==> src/rtl/leaf_mem_rd_arbiter_if.sv <==
// Leaf-memory read arbitration bus: requester handshakes, SRAM read port and tagged responses.
// burst_abort exists only when LEAF_ARB_BURST_LIMIT_EN is defined.
interface leaf_mem_rd_arbiter_if #(
  parameter int NUM_REQ    = 4,
  parameter int ADDR_WIDTH = 6,
  parameter int DATA_WIDTH = 11,
  parameter int PATCH_SIZE = 5,
  parameter int LEAF_SIZE  = 8,
  parameter int ID_WIDTH   = $clog2(NUM_REQ)
);
  logic [NUM_REQ-1:0]                                  req_valid;
  logic [NUM_REQ-1:0][ADDR_WIDTH-1:0]                  req_addr;
  logic [NUM_REQ-1:0]                                  req_last;
  logic [NUM_REQ-1:0]                                  req_ready;
  logic                                                mem_csb;
  logic [ADDR_WIDTH-1:0]                               mem_addr;
  logic [LEAF_SIZE-1:0][PATCH_SIZE-1:0][DATA_WIDTH-1:0] mem_rdata;
  logic                                                rsp_valid;
  logic [ID_WIDTH-1:0]                                 rsp_id;
  logic                                                rsp_last;
  logic [LEAF_SIZE-1:0][PATCH_SIZE-1:0][DATA_WIDTH-1:0] rsp_data;
  logic                                                busy;
`ifdef LEAF_ARB_BURST_LIMIT_EN
  logic                                                burst_abort;
`endif

  modport slave (
    input  req_valid, req_addr, req_last, mem_rdata,
    output req_ready, mem_csb, mem_addr, rsp_valid, rsp_id, rsp_last, rsp_data, busy
`ifdef LEAF_ARB_BURST_LIMIT_EN
    , output burst_abort
`endif
  );

  modport master (
    output req_valid, req_addr, req_last, mem_rdata,
    input  req_ready, mem_csb, mem_addr, rsp_valid, rsp_id, rsp_last, rsp_data, busy
`ifdef LEAF_ARB_BURST_LIMIT_EN
    , input burst_abort
`endif
  );
endinterface

==> src/rtl/leaf_mem_rd_arbiter.sv <==
// Round-robin leaf-SRAM read arbiter with burst lock; grant and SRAM read issue in the accept cycle, response RD_LATENCY later.
// Non-owners are held off via req_ready; responses cannot be stalled. LEAF_ARB_BURST_LIMIT_EN caps bursts at MAX_BURST beats.
module leaf_mem_rd_arbiter #(
  parameter int NUM_REQ    = 4,
  parameter int DATA_WIDTH = 11,
  parameter int PATCH_SIZE = 5,
  parameter int LEAF_SIZE  = 8,
  parameter int NUM_LEAVES = 64,
  parameter int ADDR_WIDTH = $clog2(NUM_LEAVES),
  parameter int RD_LATENCY = 1,
  parameter int MAX_BURST  = 64
) (
  input  logic                  clk,
  input  logic                  rst,
  leaf_mem_rd_arbiter_if.slave  arb_if
);
  localparam int ID_W  = $clog2(NUM_REQ);
  localparam int CNT_W = $clog2(MAX_BURST + 1);
  localparam int PID_W = RD_LATENCY * ID_W;

  typedef enum logic [0:0] {IDLE, BURST} state_t;

  state_t                          state_q, state_d;
  logic [ID_W-1:0]                 rr_ptr_q, rr_ptr_d;
  logic [ID_W-1:0]                 owner_q, owner_d;
  logic [CNT_W-1:0]                beat_cnt_q, beat_cnt_d;
  logic [RD_LATENCY-1:0]           vld_q, last_q;
  logic [RD_LATENCY-1:0][ID_W-1:0] id_q;

  logic [NUM_REQ-1:0]    ready;
  logic                  csb;
  logic [ADDR_WIDTH-1:0] addr;
  logic                  acc;
  logic [ID_W-1:0]       acc_id;
  logic                  acc_last;
  logic                  found;
  logic [ID_W-1:0]       win;
  logic [ID_W-1:0]       cand;
`ifdef LEAF_ARB_BURST_LIMIT_EN
  logic                  abort;
`endif

  function automatic logic [ID_W-1:0] nxt(input logic [ID_W-1:0] p);
    return (p == ID_W'(NUM_REQ - 1)) ? '0 : p + ID_W'(1);
  endfunction

  always_comb begin
    state_d    = state_q;
    rr_ptr_d   = rr_ptr_q;
    owner_d    = owner_q;
    beat_cnt_d = beat_cnt_q;
    ready      = '0;
    csb        = 1'b1;
    addr       = '0;
    acc        = 1'b0;
    acc_id     = '0;
    acc_last   = 1'b0;
    found      = 1'b0;
    win        = rr_ptr_q;
    cand       = '0;
`ifdef LEAF_ARB_BURST_LIMIT_EN
    abort      = 1'b0;
`endif
    // First valid requester at or after rr_ptr, wrapping.
    for (int k = 0; k < NUM_REQ; k++) begin
      cand = ID_W'((int'(rr_ptr_q) + k) % NUM_REQ);
      if (!found && arb_if.req_valid[cand]) begin
        found = 1'b1;
        win   = cand;
      end
    end
    // Nothing is accepted while reset is held so no read escapes into the SRAM.
    if (!rst) begin
      case (state_q)
        IDLE: begin
          if (found) begin
            ready[win] = 1'b1;
            acc        = 1'b1;
            acc_id     = win;
            acc_last   = arb_if.req_last[win];
            csb        = 1'b0;
            addr       = arb_if.req_addr[win];
            if (arb_if.req_last[win]) begin
              rr_ptr_d = nxt(win);
            end else begin
              state_d    = BURST;
              owner_d    = win;
              beat_cnt_d = CNT_W'(1);
            end
          end
        end
        BURST: begin
          ready[owner_q] = 1'b1;
          if (arb_if.req_valid[owner_q]) begin
            acc      = 1'b1;
            acc_id   = owner_q;
            acc_last = arb_if.req_last[owner_q];
            csb      = 1'b0;
            addr     = arb_if.req_addr[owner_q];
            if (arb_if.req_last[owner_q]) begin
              state_d    = IDLE;
              rr_ptr_d   = nxt(owner_q);
              beat_cnt_d = '0;
            end
`ifdef LEAF_ARB_BURST_LIMIT_EN
            else if (beat_cnt_q == CNT_W'(MAX_BURST - 1)) begin
              acc_last   = 1'b1;
              abort      = 1'b1;
              state_d    = IDLE;
              rr_ptr_d   = nxt(owner_q);
              beat_cnt_d = '0;
            end
`endif
            else begin
              beat_cnt_d = (beat_cnt_q == CNT_W'(MAX_BURST)) ? beat_cnt_q : beat_cnt_q + CNT_W'(1);
            end
          end
        end
        default: state_d = IDLE;
      endcase
    end
  end

  always_ff @(posedge clk or posedge rst) begin
    if (rst) begin
      state_q    <= IDLE;
      rr_ptr_q   <= '0;
      owner_q    <= '0;
      beat_cnt_q <= '0;
      vld_q      <= '0;
      last_q     <= '0;
      id_q       <= '0;
    end else begin
      state_q    <= state_d;
      rr_ptr_q   <= rr_ptr_d;
      owner_q    <= owner_d;
      beat_cnt_q <= beat_cnt_d;
      // Tag shift register mirrors the SRAM read latency.
      vld_q      <= (vld_q << 1) | RD_LATENCY'(acc);
      last_q     <= (last_q << 1) | RD_LATENCY'(acc_last);
      id_q       <= (id_q << ID_W) | PID_W'(acc_id);
    end
  end

  assign arb_if.req_ready = ready;
  assign arb_if.mem_csb   = csb;
  assign arb_if.mem_addr  = addr;
  assign arb_if.rsp_valid = vld_q[RD_LATENCY-1];
  assign arb_if.rsp_last  = last_q[RD_LATENCY-1];
  assign arb_if.rsp_id    = id_q[RD_LATENCY-1];
  assign arb_if.rsp_data  = arb_if.mem_rdata;
  assign arb_if.busy      = (state_q == BURST);
`ifdef LEAF_ARB_BURST_LIMIT_EN
  assign arb_if.burst_abort = abort;
`endif
endmodule

==> src/flat_wrapper.sv <==
// flat-port wrapper written by rule: the top's interface ports become plain ports
module leaf_mem_rd_arbiter_flat 
#(
  parameter int NUM_REQ    = 4,
  parameter int DATA_WIDTH = 11,
  parameter int PATCH_SIZE = 5,
  parameter int LEAF_SIZE  = 8,
  parameter int NUM_LEAVES = 64,
  parameter int ADDR_WIDTH = $clog2(NUM_LEAVES),
  parameter int RD_LATENCY = 1,
  parameter int MAX_BURST  = 64
)
  (clk, rst, arb_if_req_valid, arb_if_req_addr, arb_if_req_last, arb_if_mem_rdata, arb_if_req_ready, arb_if_mem_csb, arb_if_mem_addr, arb_if_rsp_valid, arb_if_rsp_id, arb_if_rsp_last, arb_if_rsp_data, arb_if_busy);
  leaf_mem_rd_arbiter_if #(.NUM_REQ(NUM_REQ), .ADDR_WIDTH(ADDR_WIDTH), .DATA_WIDTH(DATA_WIDTH), .PATCH_SIZE(PATCH_SIZE), .LEAF_SIZE(LEAF_SIZE)) arb_if_i ();
  input  logic clk;
  input  logic rst;
  input wire logic [$bits(arb_if_i.req_valid)-1:0] arb_if_req_valid;
  input wire logic [$bits(arb_if_i.req_addr)-1:0] arb_if_req_addr;
  input wire logic [$bits(arb_if_i.req_last)-1:0] arb_if_req_last;
  input wire logic [$bits(arb_if_i.mem_rdata)-1:0] arb_if_mem_rdata;
  output wire logic [$bits(arb_if_i.req_ready)-1:0] arb_if_req_ready;
  output wire logic [$bits(arb_if_i.mem_csb)-1:0] arb_if_mem_csb;
  output wire logic [$bits(arb_if_i.mem_addr)-1:0] arb_if_mem_addr;
  output wire logic [$bits(arb_if_i.rsp_valid)-1:0] arb_if_rsp_valid;
  output wire logic [$bits(arb_if_i.rsp_id)-1:0] arb_if_rsp_id;
  output wire logic [$bits(arb_if_i.rsp_last)-1:0] arb_if_rsp_last;
  output wire logic [$bits(arb_if_i.rsp_data)-1:0] arb_if_rsp_data;
  output wire logic [$bits(arb_if_i.busy)-1:0] arb_if_busy;
  assign arb_if_i.req_valid = arb_if_req_valid;
  assign arb_if_i.req_addr = arb_if_req_addr;
  assign arb_if_i.req_last = arb_if_req_last;
  assign arb_if_i.mem_rdata = arb_if_mem_rdata;
  assign arb_if_req_ready = arb_if_i.req_ready;
  assign arb_if_mem_csb = arb_if_i.mem_csb;
  assign arb_if_mem_addr = arb_if_i.mem_addr;
  assign arb_if_rsp_valid = arb_if_i.rsp_valid;
  assign arb_if_rsp_id = arb_if_i.rsp_id;
  assign arb_if_rsp_last = arb_if_i.rsp_last;
  assign arb_if_rsp_data = arb_if_i.rsp_data;
  assign arb_if_busy = arb_if_i.busy;
  leaf_mem_rd_arbiter #(.NUM_REQ(NUM_REQ), .DATA_WIDTH(DATA_WIDTH), .PATCH_SIZE(PATCH_SIZE), .LEAF_SIZE(LEAF_SIZE), .NUM_LEAVES(NUM_LEAVES), .ADDR_WIDTH(ADDR_WIDTH), .RD_LATENCY(RD_LATENCY), .MAX_BURST(MAX_BURST)) u_core (.clk(clk), .rst(rst), .arb_if(arb_if_i));
endmodule
==> config.mk <==
export PLATFORM = sky130hd
export DESIGN_NAME = leaf_mem_rd_arbiter_flat
export DESIGN_NICKNAME = d
export VERILOG_FILES = /design/src/rtl/leaf_mem_rd_arbiter_if.sv /design/src/rtl/leaf_mem_rd_arbiter.sv /design/src/flat_wrapper.sv
export SDC_FILE = /design/constraint.sdc
export NUM_CORES = 1
export LEC_CHECK = 0
export BUFFER_PORTS_ARGS = -buffer_cell sky130_fd_sc_hd__buf_2
export CAP_MARGIN = 15
export CORE_AREA = 2 2 358 360
export CTS_CLUSTER_SIZE = 8
export DETAILED_ROUTE_END_ITERATION = 10
export DIE_AREA = 0 0 360 362
export PLACE_DENSITY = 0.3
export SLEW_MARGIN = 20
export SYNTH_ARGS = -nofsm -noshare
export SYNTH_HDL_FRONTEND = slang
export SYNTH_SLANG_ARGS = --single-unit
==> constraint.sdc <==
create_clock -name clk -period 2.4 [get_ports clk]
set_input_delay 0.36 -clock clk [delete_from_list [all_inputs] [get_ports clk]]
set_output_delay 0.36 -clock clk [all_outputs]
set_load 0.01 [all_outputs]
## After elaboration in Yosys (flattened, before gate mapping)

Index checks and enable logic that the tools add are counted.
Widths: inputs -> output; s select.

| operators by class | value |
|---|---|
| eq/ne operators | 6 |
| multiplexer cells | 64 |
| magnitude comparators | 8 |
| bitwise gates (word level) | 3 |
| reduce and logical (&&, ||, !) cells | 10 |
| add/sub/neg operators | 5 |

Operator list:

| cell | number |
|---|---|
| $mux 6 | 5 |
| $mux 1 | 26 |
| $bmux 6 s2 | 2 |
| $mux 2 | 12 |
| $lt 2x3->1 const B | 6 |
| $bmux 1 s2 | 7 |
| $pmux 6 s2 | 1 |
| $mux 4 | 2 |
| $pmux 1 s2 | 4 |
| $pmux 2 s2 | 2 |
| $pmux 4 s2 | 1 |
| $add 2x1->2 const B | 3 |
| $logic_and 1x1->1 | 5 |
| $reduce_and 5->1 | 1 |
| $add 2x2->2 const B | 2 |
| $demux 1 s2 | 2 |
| $eq 2x2->1 const B | 2 |
| $ge 2x1->1 const B | 2 |
| $ne 2x1->1 const B | 2 |
| $ne 2x2->1 const B | 2 |
| $reduce_and 4->1 | 1 |
| $logic_not 1->1 | 3 |
| $not 1->1 | 3 |

| storage, ports and cells | value |
|---|---|
| bits of input ports | 474 |
| output and inout bits | 456 |
| register bits after elaboration | 9 |

## Logic depth before layout (Yosys ltp)

| logic depth | value |
|---|---|
| word-level depth | 19 |
| mapped depth | 8 |
| mapped depth without buffers | 7 |

## Worst setup path after synthesis

No wires, ideal clock.

| timing | value |
|---|---|
| path type | flip-flop to output port |
| start point | register u_core.rr_ptr_q[0] |
| end point | output arb_if_mem_addr[0] |
| arrival | 1.829 ns |
| path slack | 0.211 ns |
| stages on the path, launching flop included | 8 |
| path through | dfrtp_1 inv_1 nor3_2 o32ai_2 buf_2 mux4_2 nand2_1 nand2_1 |

| on the way | value |
|---|---|
| longest elaborated chain between the ends | 17 |
| elaborated cells between the ends (all ways) | 29 |
| those cells by class | add/sub (3); mux (20); reduce/logical (6) |

Ends and longest elaborated chain:

| what | RTL line | source |
|---|---|---|
| start, declared | leaf_mem_rd_arbiter.sv:24 | `logic [ID_W-1:0] rr_ptr_q, rr_ptr_d;` |
| start signal, assigned | leaf_mem_rd_arbiter.sv:135 | `rr_ptr_q <= rr_ptr_d;` |
| branches (longest 14 deep; another with $add 2x1->2) | n/a |  |
| $mux 6 * | leaf_mem_rd_arbiter.sv:76 | `if (found) begin` |
| $pmux 6 s2 * | leaf_mem_rd_arbiter.sv:74 | `case (state_q)` |
| $mux 6 * | leaf_mem_rd_arbiter.sv:73 | `if (!rst) begin` |
| end, declared | flat_wrapper.sv:23 | `output wire logic [$bits(arb_if_i.mem_addr)-1:0] arb_if_mem_addr;` |

Every way passes the cells marked *. The select of a mux whose other input is x is not followed.

## Final worst setup path

| timing | value |
|---|---|
| start point | register u_core.rr_ptr_q[0] |
| end point | output arb_if_mem_addr[5] |

The elaborated chain is that of the path after synthesis.

==> flow_summary_export.csv <==
group,metric,value,unit
run_status,run_status,"completed",
final_layout,final_cell_area,3846,µm²
route,dr.first_iter.drc_count,113,
worst_setup_path,critPathMaxStageDelay,490,ps
placement,portBuffers,49,
logic_synthesis,yosysSeqAreaShare,0.05034,
sta,fmax,0.4168,GHz
logic_synthesis,ys_types,32,
sta,max_slew_margin,0.6126,
final_layout,multi_input_area,947.2,µm²
placement,hpwl,58230,µm
power_and_ir_drop,combPwrFrac,0.750,
route,dr_wl_met3,26570,µm
logic_synthesis,synth-seq-cells,9,
worst_setup_path,path_class,"register to output port",
logic_synthesis,synth_area_leader_cell,"buf_4",
cts,cts_buffers,3,
cts,cts_tree,"built",
sta,whs,168.7,ps
global_routing,grt_max_degree,17,
worst_setup_path,end_kind,"output port",
worst_setup_path,cp_data_required_time,2040,ps
cts,clockRootBuffer,"clkbuf_16",
power_and_ir_drop,seq_power_share,0.130,
power_and_ir_drop,leakagePower,0.8721,nW
die,rows,131,
power_and_ir_drop,p_int,1.301,mW
placement,placed_cell_area,3616,µm²
worst_setup_path,crit_slowest_cell,"mux4_2",
final_layout,layout-drive-gt1-share,0.5924,
final_layout,ff_latch_area,229.0,µm²
logic_synthesis,ys_top_cells_by_area,"buf_4 (74%), mux4_2 (7.6%), dfrtp_1 (5.0%), ha_1 (2.2%), mux2i_1 (1.3%)",
logic_synthesis,async_reset_ff_frac,1.000,
worst_setup_path,path_buf_inv,3,
global_routing,antenna_found_initial,10,
final_layout,fillerInstances,15090,
die,die_h,362,µm
sta,hold_viol_final,0,
worst_setup_path,cp_max_fo,7,
cts,clkLatencyLatePin,230,ps
die,die_w,360,µm
final_layout,syn_to_final_growth,-14.04,%
route,drcViolationCount,0,
logic_synthesis,synth_area,4474,µm²
final_layout,final_common_cell,"buf_2",
global_routing,grt_pass1_wl,65360,µm
power_and_ir_drop,switchingPower,1.142,mW
route,post_drt_wl_per_cell,32.69,µm
route,avgViaCountPerCell,1.156,
sta,finalMaxSlewViolations,0,
final_layout,fin_nets,667,
cts,hold_buffers,0,
power_and_ir_drop,peakVddDrop,0.3213,mV
die,die_area,130300,µm²
logic_synthesis,avgSynthCellArea,8.062,µm²
sta,rsz0062_at_grt,"yes",
logic_synthesis,synth_cells,555,
placement,gp_congestion,0.6849,
worst_setup_path,start_kind,"register",
global_routing,grt-ovfl-total,0,
power_and_ir_drop,clkPwrFrac,0.120,
global_routing,grtUsageTotal,0.08862,
route,top_layer_used,"met5",
route,dr_wl_met2,27310,µm
logic_synthesis,synth_top_area_frac,0.7399,
route,final_antenna_net_count,0,
die,start_util,0.03531,
final_layout,final_cell_mix,"buf_2 (47), buf_4 (16), mux4_2 (15)",
worst_setup_path,critPathArrivalTime,2040,ps
final_layout,fin_util,0.03036,
cts,cts.path.max_buffers,2,
sta,post-route-period-util,0.9997,
worst_setup_path,critical_path.cell_chain,"inv_2, nor3_4, o32ai_4, buf_12, mux4_2, nand2_1, nand2_1, buf_2",
die,io_pins,930,
route,routed_wl,60440,µm
logic_synthesis,yosys_warnings,0,
sta,post-route-min-period,2399,ps
global_routing,grt_pass1_vias,2237,
worst_setup_path,path_common_cell,"nand2_1",
worst_setup_path,cpLargestDelayFamily,"multiplexers",
route,first_pass_iters,4,
logic_synthesis,yosys_most_used_dff,"dfrtp_1",
sta,skew,0.9191,ps
power_and_ir_drop,finalPower,2.443,mW
route,drt-met1-wl,5169,µm
sta,final.setup.tns,0,ps
logic_synthesis,synth_edf_count,0,
power_and_ir_drop,power.density,635.1,nW/µm²
job,drv_cap,0,
cts,path_clk_slew,40,ps
cts,cts.sinks,9,
route,vias,2138,
logic_synthesis,synth_nets,1037,
sta,worst_pin_slew,579.0,ps
power_and_ir_drop,switching_share,0.4675,
die,fp.coreArea,126700,µm²
cts,cts-htree-levels,1,
sta,setup_viol,0,
hold_path,hp-class,"primary input to async pin",
-- cell families after synthesis --
family          count (synthesis)  synth area share
compound gates                 15           0.02684
simple gates                   47           0.05789
fa+ha+maj                       8           0.02237
mux                            22           0.09144
flops                           9           0.05034
buf+inv                       454            0.7511
-- synthesized netlist by cell type, types with 2 or more instances --
library cell,instances
a31oi_1,2
buf_1,2
ha_1,8
nor3_2,3
a21o_1,2
nand3_1,8
o21ai_1,2
mux4_2,15
inv_1,8
nand4b_1,2
nor2b_1,3
nand2b_1,2
dfrtp_1,9
buf_4,441
clkbuf_1,2
nand2_1,14
mux2i_1,6
a21oi_1,3
nor2_1,10
-- path summary, 6_finish.rpt --
| check | start | depth (start not counted) | slack (ps) | to |
|---|---|---|---|---|
| hold / removal | rst | 3 | 170 | u_core.arb_if.rsp_valid |
| min in group clk | rst | 3 | 540 | u_core.arb_if.rsp_last |
| max in group asynchronous | rst | 3 | 2050 | u_core.owner_q[1] |
| setup / recovery | u_core.rr_ptr_q[0] | 8 | 0.7 | arb_if_mem_addr[5] |
| setup reg to reg | u_core.rr_ptr_q[0] | 8 | 150 | u_core.owner_q[1] |
| hold reg to reg | u_core.owner_q[1] | 2 | 640 | u_core.arb_if.rsp_id[1] |
-- cell type report --
cell class,instances,area share
antenna,3,0.001952
clock buffer,4,0.02049
inverter,8,0.008458
multi-input combinational,92,0.2463
sequential,9,0.05953
tap,1662,0.5407
timing repair buffer,71,0.1226
-- state kept, by name, summed over array words and instances, names as in the netlist --
signal,cells
u_core.arb_if.rsp_valid,1
u_core.owner_q,2
u_core.rr_ptr_q,2
u_core.arb_if.rsp_id,2
u_core.arb_if.rsp_last,1
u_core.arb_if.busy,1
-- through the flow --
stage | std cells | setup WS (ps)
floorplan | 555 | 211.1
finish | 1849 | 0.6863
global route | 1847 | -85.93
global placement | 1836 | -165.7
CTS | 1845 | -75.36
detailed placement | 1836 | -148.2
-- worst register-to-register path, delay by kind of cell, from the launching register on --
| family | cells | cell delay (ps) |
|---|---|---|
| AO/OA/AOI/OAI | 1 | 250 |
| buffers and inverters | 3 | 420 |
| flip-flops | 1 | 430 |
| multiplexers | 2 | 800 |
| AND/OR/NAND/NOR | 2 | 270 |
-- power groups by stage --
| stage | clock (mW) | sequential, mW | combinational (mW) |
|---|---|---|---|
| global placement | 0 | 0.314 | 1.68 |
| global route | 0.310 | 0.330 | 2.00 |
| floorplan | 0 | 0.285 | 1.66 |
| detailed placement | 0 | 0.312 | 1.65 |
| finish | 0.294 | 0.317 | 1.83 |
| CTS | 0.300 | 0.315 | 1.82 |
-- layer usage --
layer	GRT usage	up-vias
li1	-	578
met1	0.02163	785
met2	0.1414	639
met3	0.1846	132
met4	0.01821	4
met5	0	-
-- timing repair --
action	in CTS	in global routing
gates resized for setup	13	12
pin swaps	9	3
setup buffers	5	1
gates cloned	0	0
setup endpoints to repair	10	12
Note: power is estimated with default switching activity, not from simulation.
